**config.mk**
```make
export PLATFORM = sky130hd
export DESIGN_NAME = wb_arbiter_flat
export DESIGN_NICKNAME = d
export VERILOG_FILES = /design/src/rtl/wb_arbiter_if.sv /design/src/rtl/wb_arbiter.sv /design/src/flat_wrapper.sv
export SDC_FILE = /design/constraint.sdc
export NUM_CORES = 1
export LEC_CHECK = 0
export BUFFER_PORTS_ARGS = -buffer_cell sky130_fd_sc_hd__buf_2
export CORE_MARGIN = 4
export CORE_UTILIZATION = 45
export DETAILED_ROUTE_END_ITERATION = 16
export GPL_TIMING_DRIVEN = 0
export PLACE_DENSITY = 0.79
export SLEW_MARGIN = 40
export SYNTH_ARGS = -nofsm -noshare
export SYNTH_HDL_FRONTEND = slang
export SYNTH_SLANG_ARGS = --single-unit
```
**constraint.sdc**
```tcl
create_clock -name clk_i -period 1.7 [get_ports clk_i]
set_clock_uncertainty 0.15 [all_clocks]
set_input_delay 0.17 -clock clk_i [delete_from_list [all_inputs] [get_ports clk_i]]
set_output_delay 0.17 -clock clk_i [all_outputs]
set_load 0.005 [all_outputs]
```
**src/rtl/wb_arbiter_if.sv**
```systemverilog
// Bus-side signal bundle of the two-master Wishbone arbiter.
// The arbiter uses the slave modport; the masters/mux side uses master.
interface wb_arbiter_if;
    logic cpu_cyc_i;
    logic cpu_stb_i;
    logic ext_cyc_i;
    logic ext_stb_i;
    logic ack_i;
    logic tmo_clr_i;
    logic cpu_cyc_o;
    logic cpu_stb_o;
    logic ext_cyc_o;
    logic ext_stb_o;
    logic bus_master_o;
    logic cpu_ack_o;
    logic ext_ack_o;
    logic tmo_err_o;
    logic tmo_flag_o;

    modport slave (
        input  cpu_cyc_i, cpu_stb_i, ext_cyc_i, ext_stb_i, ack_i, tmo_clr_i,
        output cpu_cyc_o, cpu_stb_o, ext_cyc_o, ext_stb_o, bus_master_o,
        output cpu_ack_o, ext_ack_o, tmo_err_o, tmo_flag_o
    );

    modport master (
        output cpu_cyc_i, cpu_stb_i, ext_cyc_i, ext_stb_i, ack_i, tmo_clr_i,
        input  cpu_cyc_o, cpu_stb_o, ext_cyc_o, ext_stb_o, bus_master_o,
        input  cpu_ack_o, ext_ack_o, tmo_err_o, tmo_flag_o
    );
endinterface

```
**src/rtl/wb_arbiter.sv**
```systemverilog
// Two-master (CPU / ext) Wishbone arbiter with cycle lock, round-robin
// tie-break and a bus watchdog that force-terminates stalled accesses.
module wb_arbiter #(
    parameter int TMO_W    = 8,
    parameter int TIMEOUT  = 200,
    parameter bit EXT_PRIO = 1'b1
) (
    input  logic         clk_i,
    input  logic         rst_n_i,
    wb_arbiter_if.slave  bus
);

    typedef enum logic [1:0] {S_IDLE, S_CPU, S_EXT} state_t;

    localparam bit              TMO_EN   = (TIMEOUT != 0);
    localparam logic [TMO_W-1:0] TMO_LAST = TMO_W'((TIMEOUT > 0) ? TIMEOUT - 1 : 0);

    state_t           state;
    state_t           state_nxt;
    logic             last_gnt;
    logic             bus_master_q;
    logic [TMO_W-1:0] tmo_cnt;
    logic             tmo_err_q;
    logic             tmo_flag_q;
    logic             owner_stb;
    logic             tmo_fire;

    always_ff @(posedge clk_i or negedge rst_n_i) begin
        if (!rst_n_i) begin
            state <= S_IDLE;
        end else begin
            state <= state_nxt;
        end
    end

    // Owner keeps the bus for as long as its cyc stays high.
    always_comb begin
        state_nxt = state;
        case (state)
            S_IDLE: begin
                if (bus.cpu_cyc_i && bus.ext_cyc_i) begin
                    if (EXT_PRIO && !last_gnt) begin
                        state_nxt = S_EXT;
                    end else begin
                        state_nxt = last_gnt ? S_CPU : S_EXT;
                    end
                end else if (bus.cpu_cyc_i) begin
                    state_nxt = S_CPU;
                end else if (bus.ext_cyc_i) begin
                    state_nxt = S_EXT;
                end
            end
            S_CPU: begin
                if (!bus.cpu_cyc_i) begin
                    state_nxt = bus.ext_cyc_i ? S_EXT : S_IDLE;
                end
            end
            S_EXT: begin
                if (!bus.ext_cyc_i) begin
                    state_nxt = bus.cpu_cyc_i ? S_CPU : S_IDLE;
                end
            end
            default: state_nxt = S_IDLE;
        endcase
    end

    always_comb begin
        bus.cpu_cyc_o    = (state == S_CPU) && bus.cpu_cyc_i;
        bus.cpu_stb_o    = (state == S_CPU) && bus.cpu_stb_i;
        bus.ext_cyc_o    = (state == S_EXT) && bus.ext_cyc_i;
        bus.ext_stb_o    = (state == S_EXT) && bus.ext_stb_i;
        bus.cpu_ack_o    = (state == S_CPU) && ((bus.ack_i && bus.cpu_stb_i) || tmo_err_q);
        bus.ext_ack_o    = (state == S_EXT) && ((bus.ack_i && bus.ext_stb_i) || tmo_err_q);
        bus.bus_master_o = bus_master_q;
        bus.tmo_err_o    = tmo_err_q;
        bus.tmo_flag_o   = tmo_flag_q;
    end

    // Mux select follows the grant; IDLE keeps the last selection.
    always_ff @(posedge clk_i or negedge rst_n_i) begin
        if (!rst_n_i) begin
            bus_master_q <= 1'b0;
            last_gnt     <= 1'b0;
        end else if (state_nxt != state) begin
            if (state_nxt == S_EXT) begin
                bus_master_q <= 1'b1;
                last_gnt     <= 1'b1;
            end else if (state_nxt == S_CPU) begin
                bus_master_q <= 1'b0;
                last_gnt     <= 1'b0;
            end
        end
    end

    assign owner_stb = ((state == S_CPU) && bus.cpu_stb_i) ||
                       ((state == S_EXT) && bus.ext_stb_i);
    assign tmo_fire  = TMO_EN && owner_stb && !bus.ack_i &&
                       (tmo_cnt == TMO_LAST) && (state_nxt == state);

    // The forced-ack cycle counts as a termination, so counting restarts after it.
    always_ff @(posedge clk_i or negedge rst_n_i) begin
        if (!rst_n_i) begin
            tmo_cnt <= '0;
        end else if ((state_nxt != state) || !owner_stb || bus.ack_i || tmo_fire || tmo_err_q) begin
            tmo_cnt <= '0;
        end else if (tmo_cnt != '1) begin
            tmo_cnt <= tmo_cnt + 1'b1;
        end
    end

    always_ff @(posedge clk_i or negedge rst_n_i) begin
        if (!rst_n_i) begin
            tmo_err_q  <= 1'b0;
            tmo_flag_q <= 1'b0;
        end else begin
            tmo_err_q <= tmo_fire;
            if (tmo_fire) begin
                tmo_flag_q <= 1'b1;
            end else if (bus.tmo_clr_i) begin
                tmo_flag_q <= 1'b0;
            end
        end
    end

endmodule

```
**src/flat_wrapper.sv**
```systemverilog
// flat-port wrapper written by rule: the top's interface ports become plain ports
module wb_arbiter_flat 
#(
    parameter int TMO_W    = 8,
    parameter int TIMEOUT  = 200,
    parameter bit EXT_PRIO = 1'b1
)
  (clk_i, rst_n_i, bus_cpu_cyc_i, bus_cpu_stb_i, bus_ext_cyc_i, bus_ext_stb_i, bus_ack_i, bus_tmo_clr_i, bus_cpu_cyc_o, bus_cpu_stb_o, bus_ext_cyc_o, bus_ext_stb_o, bus_bus_master_o, bus_cpu_ack_o, bus_ext_ack_o, bus_tmo_err_o, bus_tmo_flag_o);
  wb_arbiter_if bus_i ();
  input  logic clk_i;
  input  logic rst_n_i;
  input wire logic [$bits(bus_i.cpu_cyc_i)-1:0] bus_cpu_cyc_i;
  input wire logic [$bits(bus_i.cpu_stb_i)-1:0] bus_cpu_stb_i;
  input wire logic [$bits(bus_i.ext_cyc_i)-1:0] bus_ext_cyc_i;
  input wire logic [$bits(bus_i.ext_stb_i)-1:0] bus_ext_stb_i;
  input wire logic [$bits(bus_i.ack_i)-1:0] bus_ack_i;
  input wire logic [$bits(bus_i.tmo_clr_i)-1:0] bus_tmo_clr_i;
  output wire logic [$bits(bus_i.cpu_cyc_o)-1:0] bus_cpu_cyc_o;
  output wire logic [$bits(bus_i.cpu_stb_o)-1:0] bus_cpu_stb_o;
  output wire logic [$bits(bus_i.ext_cyc_o)-1:0] bus_ext_cyc_o;
  output wire logic [$bits(bus_i.ext_stb_o)-1:0] bus_ext_stb_o;
  output wire logic [$bits(bus_i.bus_master_o)-1:0] bus_bus_master_o;
  output wire logic [$bits(bus_i.cpu_ack_o)-1:0] bus_cpu_ack_o;
  output wire logic [$bits(bus_i.ext_ack_o)-1:0] bus_ext_ack_o;
  output wire logic [$bits(bus_i.tmo_err_o)-1:0] bus_tmo_err_o;
  output wire logic [$bits(bus_i.tmo_flag_o)-1:0] bus_tmo_flag_o;
  assign bus_i.cpu_cyc_i = bus_cpu_cyc_i;
  assign bus_i.cpu_stb_i = bus_cpu_stb_i;
  assign bus_i.ext_cyc_i = bus_ext_cyc_i;
  assign bus_i.ext_stb_i = bus_ext_stb_i;
  assign bus_i.ack_i = bus_ack_i;
  assign bus_i.tmo_clr_i = bus_tmo_clr_i;
  assign bus_cpu_cyc_o = bus_i.cpu_cyc_o;
  assign bus_cpu_stb_o = bus_i.cpu_stb_o;
  assign bus_ext_cyc_o = bus_i.ext_cyc_o;
  assign bus_ext_stb_o = bus_i.ext_stb_o;
  assign bus_bus_master_o = bus_i.bus_master_o;
  assign bus_cpu_ack_o = bus_i.cpu_ack_o;
  assign bus_ext_ack_o = bus_i.ext_ack_o;
  assign bus_tmo_err_o = bus_i.tmo_err_o;
  assign bus_tmo_flag_o = bus_i.tmo_flag_o;
  wb_arbiter #(.TMO_W(TMO_W), .TIMEOUT(TIMEOUT), .EXT_PRIO(EXT_PRIO)) u_core (.clk_i(clk_i), .rst_n_i(rst_n_i), .bus(bus_i));
endmodule
```
==> results_dict.tcl <==
set metrics [dict create \
    die_area_mm2 0.00230 \
    relSlewSlack_pct 75.9 \
    cp-end-kind "register" \
    hold_viol_final 0 \
    rsz0062_at_grt "true" \
    antenna_cells 0 \
    grt_first_pass_wirelength_um 2480 \
    first_pass_iters 4 \
    drv_slew 0 \
    clock_power_share_pct 22.2 \
    cp_data_required_time_ns 1.70 \
    drive_above_1_share_pct 44.3 \
    gr-total-overflow 0 \
    r2r_cells 5 \
    cts_tree "done" \
    ys_ff_latch 13 \
    maxCapViolations 0 \
    cts_root_buf "clkbuf_4" \
    hp-class "input port to register" \
    cts_buffer_depth 2 \
    seq_power_share_pct 41.8 \
    grt_use_total_pct 15.8 \
    port_buffers 16 \
    final_common_cell "buf_2" \
    r2r_end "u_core.tmo_cnt[6]" \
    finalSetupTns_ns -0.399 \
    path_max_fanout 8 \
    htree_levels 1 \
    violations "negative setup slack" \
    clock_latency_ns 0.28 \
    ys_async_sr_fraction_pct 100 \
    drc_errors 0 \
    crit_start "u_core.tmo_cnt[0]" \
    synth-edff-count 0 \
    layout.nets 117 \
    grt_pass1_vias 602 \
    hold_end "u_core.bus.tmo_err_o" \
    die_x_um 47.9 \
    antenna_found_initial 0 \
    die_h_um 47.9 \
    place_area_um2 845 \
    yosys_most_used_dff "dfrtp_1" \
    synth_cell_type_count 29 \
    vias 671 \
    syn_avg_cell_area_um2 9.43 \
    finalCriticalPeriod_ns 1.77 \
    start_util_pct 47.6 \
    finalCritPeriodShare_pct 104 \
    place_congestion 0.817 \
    critical-path-slowest-cell "or4_4" \
    final_cells 122 \
    vdd_ir_drop_max_mv 0.487 \
    startpoint_type "register" \
    place_hpwl_um 1060 \
    grt_max_degree 14 \
    yosysSeqAreaShare_pct 45.4 \
    drtIter0Drc 18 \
    drt-vias-per-instance 5.50 \
    tightest_slew_ns 0.357 \
    switching_share_pct 29.1 \
    dpl_worst_slack_ns -0.199 \
    arrival_ns 1.77 \
    power.density_mw_per_mm2 821 \
    min-delay-start "bus_ack_i" \
    cts_buffers 3 \
    yosys.area.top_type_share_pct 45.4 \
    areaGrowthSynthToFinish_pct 45.0 \
    p_comb_share_pct 36.0 \
    synth_nets 86 \
    ys_warn_count 0 \
    antenna_left 0 \
    cts.sinks 13 \
    final_area_mm2 0.00104 \
    io_pins 17 \
    r2r-start "u_core.tmo_cnt[0]" \
    num_rows 14 \
    fmax_mhz 566 \
    path_cells "ha_4, nand4_1, or4_4, nand4b_4, nor3_2" \
    clkTransAtPathRegs_ns 0.08 \
    wl_per_cell_um 14.1 \
    placed_cells 108 \
    p_sw_uw 248 \
    fin_util_pct 69.0 \
    wl_um 1720 \
    synth_area_um2 717 \
    p_leak_nw 0.538 \
    slowest_delay_ns 0.49 \
    hold_depth 4 \
    critical_path_class "register to register" \
    postSynthCellCount 76 \
    n_fill_cell 124 \
    synthTopCellsByArea "dfrtp_1 (45%), nor2_1 (6.3%), mux2i_1 (4.2%)" \
    status "complete, but fails checks" \
    setup_viol 9 \
    p_int_uw 606 \
    layout_common_cells "buf_2 (16), dfrtp_1 (12), nor2_1 (10)" \
    coreArea_mm2 0.00151 \
    fin_ws_ns -0.0666 \
    synth_top_cell_by_area "dfrtp_1" \
    r2r_slack_ns -0.07 \
]
==> worst max-delay path: cells and delay by family (launching register included) <==
family,cells,cell delay (ns)
adder cells (fa/ha/maj),1,0.17
flip-flops,1,0.41
AND/OR/NAND/NOR,4,0.91
==> power groups by stage <==
| stage | Combinational, mW | Clock, mW | Sequential, mW |
|---|---|---|---|
| 6_report | 0.307 | 0.190 | 0.357 |
| 5_1_grt | 0.333 | 0.206 | 0.361 |
| 4_1_cts | 0.284 | 0.194 | 0.355 |
| 3_5_place_dp | 0.233 | 0 | 0.352 |
| 3_3_place_gp | 0.226 | 0 | 0.353 |
| 2_1_floorplan | 0.168 | 0 | 0.353 |
==> worst max path at each step <==
stage                   endpoint  slack (ns)
2_1_floorplan    u_core.last_gnt       -0.04
3_3_place_gp   u_core.tmo_cnt[6]       -0.15
3_5_place_dp   u_core.tmo_cnt[6]       -0.20
4_1_cts          u_core.last_gnt       -0.03
5_1_grt        u_core.tmo_cnt[7]       -0.12
6_report       u_core.tmo_cnt[6]       -0.07
==> area by class of cell <==
class                   instances  area [um2]  area share [%]
inverters                       4        15.0            1.44
flip-flops and latches         13         327            31.4
repair buffers                 27         184            17.7
plain buffers                   1        11.3            1.08
clock buffers                   4        26.3            2.53
well taps                      16        20.0            1.93
multi-input cells              57         457            43.9
==> cells in the mapped netlist (2+ instances only) <==
library cell and count:
dfrtp_1 13, nor2_1 12, nand2_1 6, inv_1 4, a21oi_1 3, mux2i_1 3, nand3_1 3, nor3_1 3
o22ai_1 3, and3_1 2, and3b_1 2, ha_1 2, nand3b_1 2, nor3b_1 2, xor2_1 2
==> through the flow <==
| stage | hold slack, ns | power (mW) |
|---|---|---|
| 2_1_floorplan | -0.276 | 0.521 |
| 3_3_place_gp | -0.0861 | 0.579 |
| 3_5_place_dp | -0.0806 | 0.586 |
| 4_1_cts | 0.0442 | 0.832 |
| 5_1_grt | 0.0594 | 0.900 |
| 6_report | 0.0567 | 0.854 |
==> per-layer routing <==
layer	global-route usage, %	share of wire, %	vias up
met5	0	0	-
met4	9.14	2.2	0
met3	3.38	5.9	5
met2	29.3	54	26
met1	15.9	38	310
li1	-	-	330
==> timing repair <==
item | 4_1_cts | 5_1_grt
endpoints found under the setup margin | 10 | 9
buffers inserted | 6 | 3
hold buffers | 2 | 0
gates resized for setup | 9 | 9
pin swaps | 4 | 4
endpoints found under the hold margin | 14 | 0
==> registers in the layout, summed over array words and instances (netlist names) <==
name                   cells
u_core.tmo_cnt             8
u_core.bus.tmo_flag_o      1
u_core.last_gnt            1
u_core.state               2
u_core.bus.tmo_err_o       1
==> cell families after synthesis <==
logic type	synth area share (%)
adders and majority gates	3.49
DFF	45.4
AOI/OAI and AO/OA	6.81
muxes	5.76
and+or+nand+nor	32.3
xor gates and xnor gates	2.44
buffers and inverters	3.84
No activity file was read; power rests on OpenSTA's default activity.
